$ cat src/rtl/fb_pkg.sv
// Frame-buffer geometry and control-FSM state encoding, shared by the VGA top,
// the game FSM and the rectangle fill controller.
package fb_pkg;

    localparam int SCREEN_W = 265;
    localparam int SCREEN_H = 265;
    localparam int AW       = 17;
    localparam int DW       = 3;

    typedef enum logic [1:0] {
        ST_IDLE  = 2'd0,
        ST_CLEAR = 2'd1,
        ST_FILL  = 2'd2,
        ST_DONE  = 2'd3
    } fb_state_e;

endpackage

$ cat src/rtl/fb_addr_gen.sv
// Column/row walker over a rectangle [x0,xe) x [y0,ye) producing the linear
// frame-buffer address incrementally; the row base only ever adds SCREEN_W.
module fb_addr_gen #(
    parameter int SCREEN_W = 265,
    parameter int AW       = 17
) (
    input  logic          clk,
    input  logic          rst,
    input  logic          load,
    input  logic          step,
    input  logic [9:0]    x0,
    input  logic [9:0]    y0,
    input  logic [9:0]    xe,
    input  logic [9:0]    ye,
    output logic [AW-1:0] addr,
    output logic          frame_end
);

    localparam logic [AW-1:0] ROW_STEP = AW'(SCREEN_W);

    logic [9:0]    col;
    logic [9:0]    row;
    logic [9:0]    x_start;
    logic [9:0]    x_end;
    logic [9:0]    y_end;
    logic [AW-1:0] row_base;
    logic          row_end;

    assign row_end   = (col == x_end - 10'd1);
    assign frame_end = row_end && (row == y_end - 10'd1);

    always_ff @(posedge clk or negedge rst) begin
        if (!rst) begin
            col      <= '0;
            row      <= '0;
            x_start  <= '0;
            x_end    <= '0;
            y_end    <= '0;
            row_base <= '0;
            addr     <= '0;
        end else if (load) begin
            // Product with a constant: the starting row base only, never per pixel.
            col      <= x0;
            row      <= y0;
            x_start  <= x0;
            x_end    <= xe;
            y_end    <= ye;
            row_base <= AW'(y0) * ROW_STEP;
            addr     <= AW'(y0) * ROW_STEP + AW'(x0);
        end else if (step) begin
            if (row_end) begin
                col      <= x_start;
                row      <= row + 10'd1;
                row_base <= row_base + ROW_STEP;
                addr     <= row_base + ROW_STEP + AW'(x_start);
            end else begin
                col  <= col + 10'd1;
                addr <= addr + AW'(1);
            end
        end
    end

endmodule

$ cat src/rtl/rect_fill_ctrl.sv
// Rectangle fill / full clear engine writing one pixel per cycle into the frame buffer.
// Optional RECT_FILL_VBLANK_SYNC_EN adds a vblank input that gates operation start.
module rect_fill_ctrl #(
    parameter int SCREEN_W = fb_pkg::SCREEN_W,
    parameter int SCREEN_H = fb_pkg::SCREEN_H,
    parameter int AW       = fb_pkg::AW,
    parameter int DW       = fb_pkg::DW,
    parameter logic [DW-1:0] CLEAR_COLOR = '0
) (
    input  logic          clk,
    input  logic          rst,
`ifdef RECT_FILL_VBLANK_SYNC_EN
    input  logic          vblank,
`endif
    input  logic          cmd_valid,
    output logic          cmd_ready,
    input  logic [8:0]    cmd_x,
    input  logic [8:0]    cmd_y,
    input  logic [8:0]    cmd_w,
    input  logic [8:0]    cmd_h,
    input  logic [DW-1:0] cmd_color,
    input  logic          clear_req,
    output logic          busy,
    output logic          done,
    output logic [AW-1:0] mem_px_addr,
    output logic [DW-1:0] mem_px_data,
    output logic          px_wr,
    output logic [1:0]    state_dbg
);

    import fb_pkg::*;

    localparam logic [9:0] W10 = 10'(SCREEN_W);
    localparam logic [9:0] H10 = 10'(SCREEN_H);

    fb_state_e  state, state_next;
    logic       alive;
    logic       go_ok;
    logic       start_clear, accept, empty, load, step, frame_end;
    logic [9:0] x_sum, y_sum, xe, ye;
    logic [9:0] ld_x0, ld_y0, ld_xe, ld_ye;

`ifdef RECT_FILL_VBLANK_SYNC_EN
    assign go_ok = vblank;
`else
    assign go_ok = 1'b1;
`endif

    // Handshake: a command transfers on a rising edge where cmd_valid && cmd_ready
    // and clear_req is low; a clear request in the same cycle wins and the command
    // is left untaken. cmd_ready depends only on state, never on cmd_valid.
    assign start_clear = cmd_ready & clear_req;
    assign accept      = cmd_ready & cmd_valid & ~clear_req;

    assign x_sum = {1'b0, cmd_x} + {1'b0, cmd_w};
    assign y_sum = {1'b0, cmd_y} + {1'b0, cmd_h};
    assign xe    = (x_sum > W10) ? W10 : x_sum;
    assign ye    = (y_sum > H10) ? H10 : y_sum;
    assign empty = ({1'b0, cmd_x} >= xe) || ({1'b0, cmd_y} >= ye);

    assign load  = start_clear | (accept & ~empty);
    assign step  = ((state == ST_FILL) || (state == ST_CLEAR)) && !frame_end;
    assign ld_x0 = start_clear ? 10'd0 : {1'b0, cmd_x};
    assign ld_y0 = start_clear ? 10'd0 : {1'b0, cmd_y};
    assign ld_xe = start_clear ? W10   : xe;
    assign ld_ye = start_clear ? H10   : ye;

    fb_addr_gen #(
        .SCREEN_W (SCREEN_W),
        .AW       (AW)
    ) u_addr_gen (
        .clk       (clk),
        .rst       (rst),
        .load      (load),
        .step      (step),
        .x0        (ld_x0),
        .y0        (ld_y0),
        .xe        (ld_xe),
        .ye        (ld_ye),
        .addr      (mem_px_addr),
        .frame_end (frame_end)
    );

    // alive holds cmd_ready low until the first edge after reset release.
    always_ff @(posedge clk or negedge rst) begin
        if (!rst) begin
            state       <= ST_IDLE;
            alive       <= 1'b0;
            mem_px_data <= '0;
        end else begin
            state <= state_next;
            alive <= 1'b1;
            if (start_clear) begin
                mem_px_data <= CLEAR_COLOR;
            end else if (accept && !empty) begin
                mem_px_data <= cmd_color;
            end
        end
    end

    always_comb begin
        state_next = state;
        case (state)
            ST_IDLE: begin
                if (start_clear) begin
                    state_next = ST_CLEAR;
                end else if (accept) begin
                    state_next = empty ? ST_DONE : ST_FILL;
                end
            end
            ST_CLEAR, ST_FILL: begin
                if (frame_end) begin
                    state_next = ST_DONE;
                end
            end
            ST_DONE:  state_next = ST_IDLE;
            default:  state_next = ST_IDLE;
        endcase
    end

    always_comb begin
        cmd_ready = (state == ST_IDLE) && alive && go_ok;
        busy      = (state != ST_IDLE);
        done      = (state == ST_DONE);
        px_wr     = (state == ST_FILL) || (state == ST_CLEAR);
        state_dbg = state;
    end

endmodule

$ cat config.mk
export PLATFORM = sky130hd
export DESIGN_NAME = rect_fill_ctrl
export DESIGN_NICKNAME = d
export VERILOG_FILES = /design/src/rtl/fb_pkg.sv /design/src/rtl/fb_addr_gen.sv /design/src/rtl/rect_fill_ctrl.sv
export SDC_FILE = /design/constraint.sdc
export NUM_CORES = 1
export LEC_CHECK = 0
export CORE_MARGIN = 3
export CORE_UTILIZATION = 45
export DETAILED_ROUTE_END_ITERATION = 7
export PLACE_DENSITY = 0.67
export SLEW_MARGIN = 20
export SYNTH_ARGS = -nofsm -noshare
export SYNTH_HDL_FRONTEND = slang
export SYNTH_SLANG_ARGS = --single-unit
$ cat constraint.sdc
create_clock -name clk -period 6.6 [get_ports clk]
set_input_delay 0.66 -clock clk [delete_from_list [all_inputs] [get_ports clk]]
set_output_delay 0.66 -clock clk [all_outputs]
set_load 0.005 [all_outputs]
# == After elaboration in Yosys (flattened, before gate mapping) ==
# Index checks and enable logic that the tools add are counted.
# word_totals
word_cells,80
ff_bits,90
# op_classes
mux,25
n_eq_ne,7
addsub,10
reduce_logical,16
multipliers,1
magnitude_cmp,4
bitwise_logic,7
# ops
op,n
17-bit two-way mux,6
10-bit two-way mux,10
10-bit by 1-bit adder with 10-bit output (second input constant),2
9-bit by 9-bit adder with 10-bit output,2
10-bit == test,2
9-bit by 10-bit >= comparator with 1-bit output,2
10-bit by 9-bit greater-than comparator with 1-bit output (second input constant),2
10-bit by 1-bit subtractor with 10-bit output (second input constant),2
9-bit two-way mux,2
17-bit by 1-bit adder with 17-bit output (second input constant),1
17-bit by 10-bit adder with 17-bit output,1
17-bit by 9-bit adder with 17-bit output,1
17-bit by 9-bit adder with 17-bit output (second input constant),1
9-bit by 9-bit multiplier with 17-bit output (second input constant),1
2-bit nonzero test,4
2-bit two-way mux,3
3-bit two-way mux,2
2-bit one-hot mux with 3 select lines,1
1-bit AND,4
2-bit == test (second input constant),2
1-bit logical AND,4
2-bit AND reduction,2
3-bit inequality test (second input constant),1
2-bit by 1-bit == test with 1-bit output (second input constant),1
8 further kinds,11

# == Depth between registers and ports, before layout ==
# logic_depth
ltp_word,10
ltp_mapped,23

# == Modules after synthesis ==
# A second synthesis with hierarchy kept.
# hier_totals
cells_unflattened,1117
area_unflattened_um2,9252.6
# by_module_without_submodules
module,area_each_um2,seq_area_each_um2,n_inst,cells_each
fb_addr_gen,7389.6,2102.0,1,875
rect_fill_ctrl,1863.0,150.1,1,242

# == Worst setup path after synthesis ==
# OpenSTA, ideal clock, no wires.
# synth_timing
kind,input -> register
from,input port cmd_x[0]
to,register u_addr_gen.y_end[1]
path_stages,23
setup_ns,0.119
path_buffers,2
required_ns,6.481
slack_ns,1.383
arrival_time_ns,5.099
cell_sequence,ha_1 -> inv_1 -> fa_1 -> nor2b_1 -> o31a_1 -> or4_1 -> o311a_1 -> or4b_1 -> o211a_1 -> nor2_1 -> nand2_1 -> ha_1 -> a21oi_1 -> nor2b_1 -> a2111oi_0 -> o221ai_1 -> nor2_1 -> o211ai_1 -> a32oi_1 -> buf_2 -> buf_1 -> a21oi_1 -> o21a_1
# synth_between
elab_chain_len,8
# synth_lines
element,line_no,text
from (decl),rect_fill_ctrl.sv:17,"input logic [8:0] cmd_x,"
9-bit by 9-bit adder with 10-bit output,rect_fill_ctrl.sv:55,"assign x_sum = {1'b0, cmd_x} + {1'b0, cmd_w};"
10-bit by 9-bit greater-than comparator with 1-bit output,rect_fill_ctrl.sv:57,assign xe = (x_sum > W10) ? W10 : x_sum;
10-bit two-way mux,rect_fill_ctrl.sv:57,
9-bit by 10-bit >= comparator with 1-bit output *,rect_fill_ctrl.sv:59,"assign empty = ({1'b0, cmd_x} >= xe) || ({1'b0, cmd_y} >= ye);"
1-bit logical OR *,rect_fill_ctrl.sv:59,
1-bit inverter *,rect_fill_ctrl.sv:61,assign load = start_clear | (accept & ~empty);
1-bit AND *,rect_fill_ctrl.sv:61,
1-bit bitwise OR *,rect_fill_ctrl.sv:61,
to (signal assigned),fb_addr_gen.sv:47,y_end <= ye;
to (decl),fb_addr_gen.sv:25,logic [9:0] y_end;
# Mark *: on every way between the ends. The rest lies on a longest branch, timed or not.
# A chain may end at the register's enable or synchronous reset.

# == Worst setup path after layout ==
# layout_timing
from,input port cmd_w[0]
to,register u_addr_gen.addr[7]
# layout_between
elab_chain_len,9
# layout_lines
element,line_no,text
from (decl),rect_fill_ctrl.sv:19,"input logic [8:0] cmd_w,"
9-bit by 9-bit adder with 10-bit output *,rect_fill_ctrl.sv:55,
10-bit by 9-bit greater-than comparator with 1-bit output,rect_fill_ctrl.sv:57,
10-bit two-way mux *,rect_fill_ctrl.sv:57,
9-bit by 10-bit >= comparator with 1-bit output *,rect_fill_ctrl.sv:59,
1-bit logical OR *,rect_fill_ctrl.sv:59,
1-bit inverter *,rect_fill_ctrl.sv:61,
1-bit AND *,rect_fill_ctrl.sv:61,
1-bit bitwise OR *,rect_fill_ctrl.sv:61,
17-bit two-way mux / 2-bit nonzero test (equally long branches),--,
to (signal assigned),fb_addr_gen.sv:49,addr <= AW'(y0) * ROW_STEP + AW'(x0);
to (signal assigned),fb_addr_gen.sv:55,addr <= row_base + ROW_STEP + AW'(x_start);
to (signal assigned),fb_addr_gen.sv:58,addr <= addr + AW'(1);
to (decl),fb_addr_gen.sv:15,"output logic [AW-1:0] addr,"
# Marks and branches as above.

==> impl_metrics.py <==
metrics = {
    "setup_path": {
        "slowest_stage": "a21oi_4",
        "end_kind": "flop",
        "path_class": "in2reg",
        "required_ns": 6.86,
        "start_kind": "input pin",
        "arrival_ns": 6.19,
        "crit_chain": "clkdlybuf4s50_1 > ha_1 > inv_1 > fa_1 > nor2b_1 > o31a_1 > or4_1 > o311a_1 > or4b_1 > o211a_1 > nor2_1 > nand2_1 > ha_1 > a21o_1 > a21oi_1 > o221ai_1 > nor2_1 > a21oi_1 > a32oi_2 > a21oi_4 > buf_4 > mux2i_1",
        "worst-path-max-fanout": 26,
        "max_stage_delay_ns": 0.84,
    },
    "detailed_routing": {
        "drt_iter0_drc": 794,
        "dr.pass1.iters": 6,
        "wirelength_um": 26180,
        "vias": 8501,
        "ant_nets": 0,
        "via_per_inst": 6.063,
        "routedWlPerCell_um": 18.67,
        "post-route-drc-count": 0,
    },
    "floorplan": {
        "die_w_um": 148.3,
        "pin_count": 69,
        "die_y_um": 148.3,
        "coreArea_sq_um": 19650,
        "rows": 51,
        "start_util": 0.4636,
        "die_area_sq_um": 21990,
    },
    "timing": {
        "post-route-min-period_ns": 5.928,
        "hold_viol_final": 0,
        "fin_skew_ns": 0.008836,
        "finalMaxSlewViolations": 0,
        "grt_setup_unrepaired": "false",
        "slew_headroom": 0.3310,
        "finalSetupViolations": 0,
        "fin_crit_sh": 0.8982,
        "whs_ns": 0.3106,
        "setup_ws_ns": 0.6719,
        "tightestPinTransition_ns": 1.001,
        "fin_setup_tns_ns": 0,
        "fmax_mhz": 168.7,
    },
    "placement": {
        "hpwl_um": 20220,
        "place.gp.congestion": 0.8933,
        "place_ws_ns": 0.3968,
        "port_buffers": 68,
    },
    "global_routing": {
        "antenna_found_initial": 0,
        "grtUsageTotal": 0.2392,
        "gr-total-overflow": 0,
        "grt_max_degree": 56,
        "grt_pass1_wl_um": 42550,
        "grt_pass1_vias": 7886,
    },
    "synth": {
        "ys_seq_area_frac": 0.2444,
        "synth_edf_count": 0,
        "ys_types": 85,
        "yosysWarnings": 0,
        "syn_nets": 1233,
        "syn_area_sq_um": 9112,
        "async_reset_ff_frac": 1.000,
        "synth_top_flop_cell": "dfrtp_1",
        "synth_area_per_cell_sq_um": 8.360,
        "synth_cells": 1090,
        "ys_seq_elements": 89,
    },
    "clocking": {
        "ctsHtreeMaxLevel": 3,
        "ctsRootBufferMaster": "clkbuf_16",
        "cts.repair.resized": 0,
        "cts_tree": "yes",
        "postCtsSetupRepairBufs": 0,
        "clkLatencyLatePin_ns": 0.35,
        "path_clk_slew_ns": 0.07,
        "cts_made_buffers": 9,
        "cts_sinks": 89,
        "ctsHoldBuffers": 0,
        "clockBufferDepth": 2,
    },
    "pwr": {
        "leakage_nw": 4.387,
        "max-vdd-ir-drop_mv": 0.1874,
        "powerDensity_nw_per_um2": 412.9,
    },
    "final_layout": {
        "fill_cells": 1936,
        "antennaDiodeCount": 0,
        "drive_gt1_frac": 0.06860,
        "area_delta_synth_final_pct": 13.26,
        "finalNetCount": 1275,
    },
    "min_path": {
        "hp-class": "in2async",
    },
    "outcome": {
        "status": "finished, final reports clean",
    },
    "flow_run": {
        "cap_violations": 0,
    },
}
## sequential cells by signal, indices dropped and copies added, names as in the netlist
signal               flops
u_addr_gen.addr         17
u_addr_gen.col          10
mem_px_data              3
u_addr_gen.y_end        10
u_addr_gen.row_base     17
u_addr_gen.x_start       9
u_addr_gen.row          10
alive                    1
state_dbg                2
u_addr_gen.x_end        10
## stage by stage
step / power, W / area, sq um / util / std cells
floorplan: 0.002899 / 9112 / - / 1090
global placement: 0.003679 / 10030 / 0.5106 / 1386
detailed placement: 0.003715 / 10030 / 0.5106 / 1386
CTS: 0.004234 / 10320 / 0.5251 / 1402
global route: 0.004609 / 10320 / 0.5251 / 1402
finish: 0.004262 / 10320 / 0.5251 / 1402
## cells in the final DEF, fill, tap and decap left out, types with 4 or more instances in the layout
cell type | Yosys | layout
ha_1 | 95 | 95
a21oi_1 | 90 | 90
dfrtp_1 | 89 | 89
nand2_1 | 72 | 72
o21ai_0 | 68 | 68
clkdlybuf4s50_1 | 0 | 67
xnor2_1 | 62 | 62
nor2_1 | 58 | 58
inv_1 | 43 | 43
nand3_1 | 40 | 40
xor2_1 | 38 | 38
nor3_1 | 35 | 35
nor2b_1 | 29 | 29
mux2i_1 | 22 | 22
a21o_1 | 19 | 19
o21a_1 | 18 | 18
or3_1 | 17 | 17
and3_1 | 18 | 17
buf_4 | 3 | 17
o211ai_1 | 15 | 15
a31oi_1 | 14 | 14
mux2_2 | 14 | 14
a211oi_1 | 12 | 12
nand4_1 | 11 | 11
o22ai_1 | 11 | 11
or2_2 | 9 | 9
o31ai_1 | 9 | 9
nor4_1 | 9 | 9
clkbuf_16 | 0 | 9
or4_1 | 8 | 8
nand2b_1 | 8 | 8
o31a_1 | 6 | 6
and2_1 | 6 | 6
a211o_1 | 5 | 5
and4_1 | 5 | 5
fa_1 | 5 | 5
a41oi_1 | 4 | 4
a22oi_1 | 4 | 4
## final timing paths
| kind | start | to | slack [ns] | depth (start not counted) |
|---|---|---|---|---|
| setup reg to reg | state_dbg[1] | u_addr_gen.addr[16] | 1.16 | 20 |
| min in group clk | u_addr_gen.x_end[9] | u_addr_gen.x_end[9] | 0.52 | 1 |
| max in group asynchronous | rst | mem_px_data[0] | 5.28 | 2 |
| hold / removal | rst | u_addr_gen.addr[12] | 0.31 | 1 |
| setup / recovery | cmd_w[0] | u_addr_gen.addr[7] | 0.67 | 22 |
| hold reg to reg | u_addr_gen.x_end[9] | u_addr_gen.x_end[9] | 0.52 | 1 |
## where the power goes
group,internal (W),switching (W)
Sequential,0.000768,0.000330
Clock,0.000263,0.000241
Combinational,0.00117,0.00149
Total,0.00220,0.00206
## Yosys cell counts, types with 6 or more instances
master / number / area share
buf_2: 11 / 0.0060
nand3_1: 40 / 0.022
a21o_1: 19 / 0.016
xnor2_1: 62 / 0.060
a21oi_1: 90 / 0.049
or4_1: 8 / 0.0066
nor3_1: 35 / 0.019
a211oi_1: 12 / 0.0099
a31oi_1: 14 / 0.0096
o211ai_1: 15 / 0.012
and2_1: 6 / 0.0041
mux2_2: 14 / 0.017
dfrtp_1: 89 / 0.24
and3_1: 18 / 0.012
mux2i_1: 22 / 0.024
or2_2: 9 / 0.0062
xor2_1: 38 / 0.037
inv_1: 43 / 0.018
o22ai_1: 11 / 0.0076
ha_1: 95 / 0.13
nand2_1: 72 / 0.030
o21a_1: 18 / 0.015
o31a_1: 6 / 0.0058
nor4_1: 9 / 0.0062
nand4_1: 11 / 0.0076
nor2b_1: 29 / 0.020
nor2_1: 58 / 0.024
or3_1: 17 / 0.012
nand2b_1: 8 / 0.0055
o31ai_1: 9 / 0.0074
clkbuf_1: 34 / 0.014
o21ai_0: 68 / 0.037
## area by class of cell
cell class              count  area, sq um  share of cell area
multi-input cells         904         6513              0.6310
repair buffers             84        798.3             0.07734
well taps                 265        331.6             0.03213
clock buffers               9        225.2             0.02182
inverters                  44        165.2             0.01600
flip-flops and latches     89         2227              0.2158
clock inverters             7        61.31            0.005940
## layer usage
layer	up-vias	track usage	part of all wire
met1	4017	0.3555	0.47
met5	-	0	0
met4	0	0.06651	0.024
li1	4114	-	-
met2	334	0.3636	0.44
met3	36	0.03443	0.070
## critical path, delay by kind of cell
kind                       cells  cell delay (ns)
and+or+nand+nor                6             1.46
buffers and inverters          3             0.85
adders and majority gates      3             0.74
muxes                          1             0.21
AOI/OAI and AO/OA              9             2.27
## kinds of logic (layout without fill, tap and decap cells)
kind of cell / Yosys count / after routing / synth area share
other cells: 1 / 1 / 0.0004115
flops: 89 / 89 / 0.2444
fa+ha+maj: 100 / 100 / 0.1414
mux: 38 / 38 / 0.04394
simple gates: 343 / 343 / 0.1996
buf+inv: 97 / 144 / 0.04270
xor+xnor: 101 / 101 / 0.09872
compound gates: 321 / 321 / 0.2288
(Power assumes the default switching activity.)
==> RTL edit: new RTL, config.mk and constraints unchanged <==
Put a register stage on the output `state_dbg`, with the module's reset. The value now appears one clock later. The other outputs are not delayed to match.
--- a/src/rtl/rect_fill_ctrl.sv
+++ b/src/rtl/rect_fill_ctrl.sv
@@ -32,6 +32,8 @@
 
     localparam logic [9:0] W10 = 10'(SCREEN_W);
     localparam logic [9:0] H10 = 10'(SCREEN_H);
+
+    logic [1:0] state_dbg_d;
 
     fb_state_e  state, state_next;
     logic       alive;
@@ -123,7 +125,15 @@
         busy      = (state != ST_IDLE);
         done      = (state == ST_DONE);
         px_wr     = (state == ST_FILL) || (state == ST_CLEAR);
-        state_dbg = state;
+        state_dbg_d = state;
+    end
+
+    always_ff @(posedge clk or negedge rst) begin
+        if (!rst) begin
+            state_dbg <= '0;
+        end else begin
+            state_dbg <= state_dbg_d;
+        end
     end
 
 endmodule
Check against the original RTL: not equivalent (a bounded check fails within 4 cycles, from zero or initial values and one cycle with rst low).
==> RTL edit against the unedited design <==
Synthesized area decreased by 0.91%; final area decreased by 0.48%; worst hold slack got worse by 150 ps; largest cell class unchanged; wire length increased by 3.0%; sequential cell count increased by 2; highest routed layer unchanged; setup slack improved by 150 ps; final cell count decreased by 0.21%; total power decreased by 6.3%.
==> RTL edit: results (changes against the unedited design) <==
- Hold WS: 156 ps (was 311 ps)
- Seq/Total Area, Yosys: 25.2% (was 24.4%)
- Post-synthesis mux area share: 2.99% (was 4.39%)
- Max VDD drop: 0.000156 V (was 0.000187 V)
- Vias in the first global route: 8083 (was 7886)
- Synth Instances: 1088 (was 1090)
- CP endpoint: u_addr_gen.y_end[5] (was u_addr_gen.addr[7])
- Grt met1 use: 35.4% (was 35.5%)
- Leak: 4.37 nW (was 4.39 nW)
- Syn_nets: 1231 (was 1233)
- GR Util All Layers: 24.7% (was 23.9%)
- Met3 WL: 1.65 mm (was 1.82 mm)
- RR Startpoint: state[0] (was state_dbg[1])
- Synth Area in XOR/XNOR: 9.99% (was 9.87%)
- Setup ws final: 826 ps (was 672 ps)
- Rel. slew slack: 36.0% (was 33.1%)
- Placer Congestion: 0.944 (was 0.893)
- Data arrival, critical path: 6080 ps (was 6190 ps)
- Status: finished clean (unchanged)
- Adder-cell share of the synthesized area: 14.3% (was 14.1%)
- Clock Skew: 10.1 ps (was 8.84 ps)
- Vias: 8479 (was 8501)
- CP max FO: 9 (was 26)
- Crit-path slowest cell: clkdlybuf4s50_1 (was a21oi_4)
- Synth Area in Compound Gates: 20.9% (was 22.9%)
- M3 GR Usage: 3.80% (was 3.44%)
- Largest net degree at the start of global routing: 78 (was 56)
-- RTL edit: cell count changes after synthesis, sizes merged, moves of 10 or more --
cell    delta
and2      +18
nor2      +14
nor2b     -18
o211ai    -12
a211oi    +12
a21oi     -10
nand2b    +11
o21ai     -18
-- RTL edit: final cells by class --
cell class,count,area (sq um)
Clock buffer,9,225
Sequential cell,91,2280
Timing Repair Buffer,84,815
Fill cell,1869,9320
Clock inverter,7,91.3
Inverter,40,150
Tap cell,265,332
Multi-Input combinational cell,903,6380
-- RTL edit: critical path: cells and delay by family --
family	cells	cell delay, ps
adders and majority gates	3	900
and+or+nand+nor	8	2300
xor gates and xnor gates	1	90
AOI/OAI and AO/OA	6	1240
buffers and inverters	3	860
-- RTL edit: report_power, final --
| part | leakage (nW) | switching [W] | internal, W |
|---|---|---|---|
| Combinational | 3.09 | 0.00131 | 0.00105 |
| Clock | 0.156 | 0.000243 | 0.000332 |
| Sequential | 1.13 | 0.000302 | 0.000760 |
| Total | 4.37 | 0.00185 | 0.00214 |
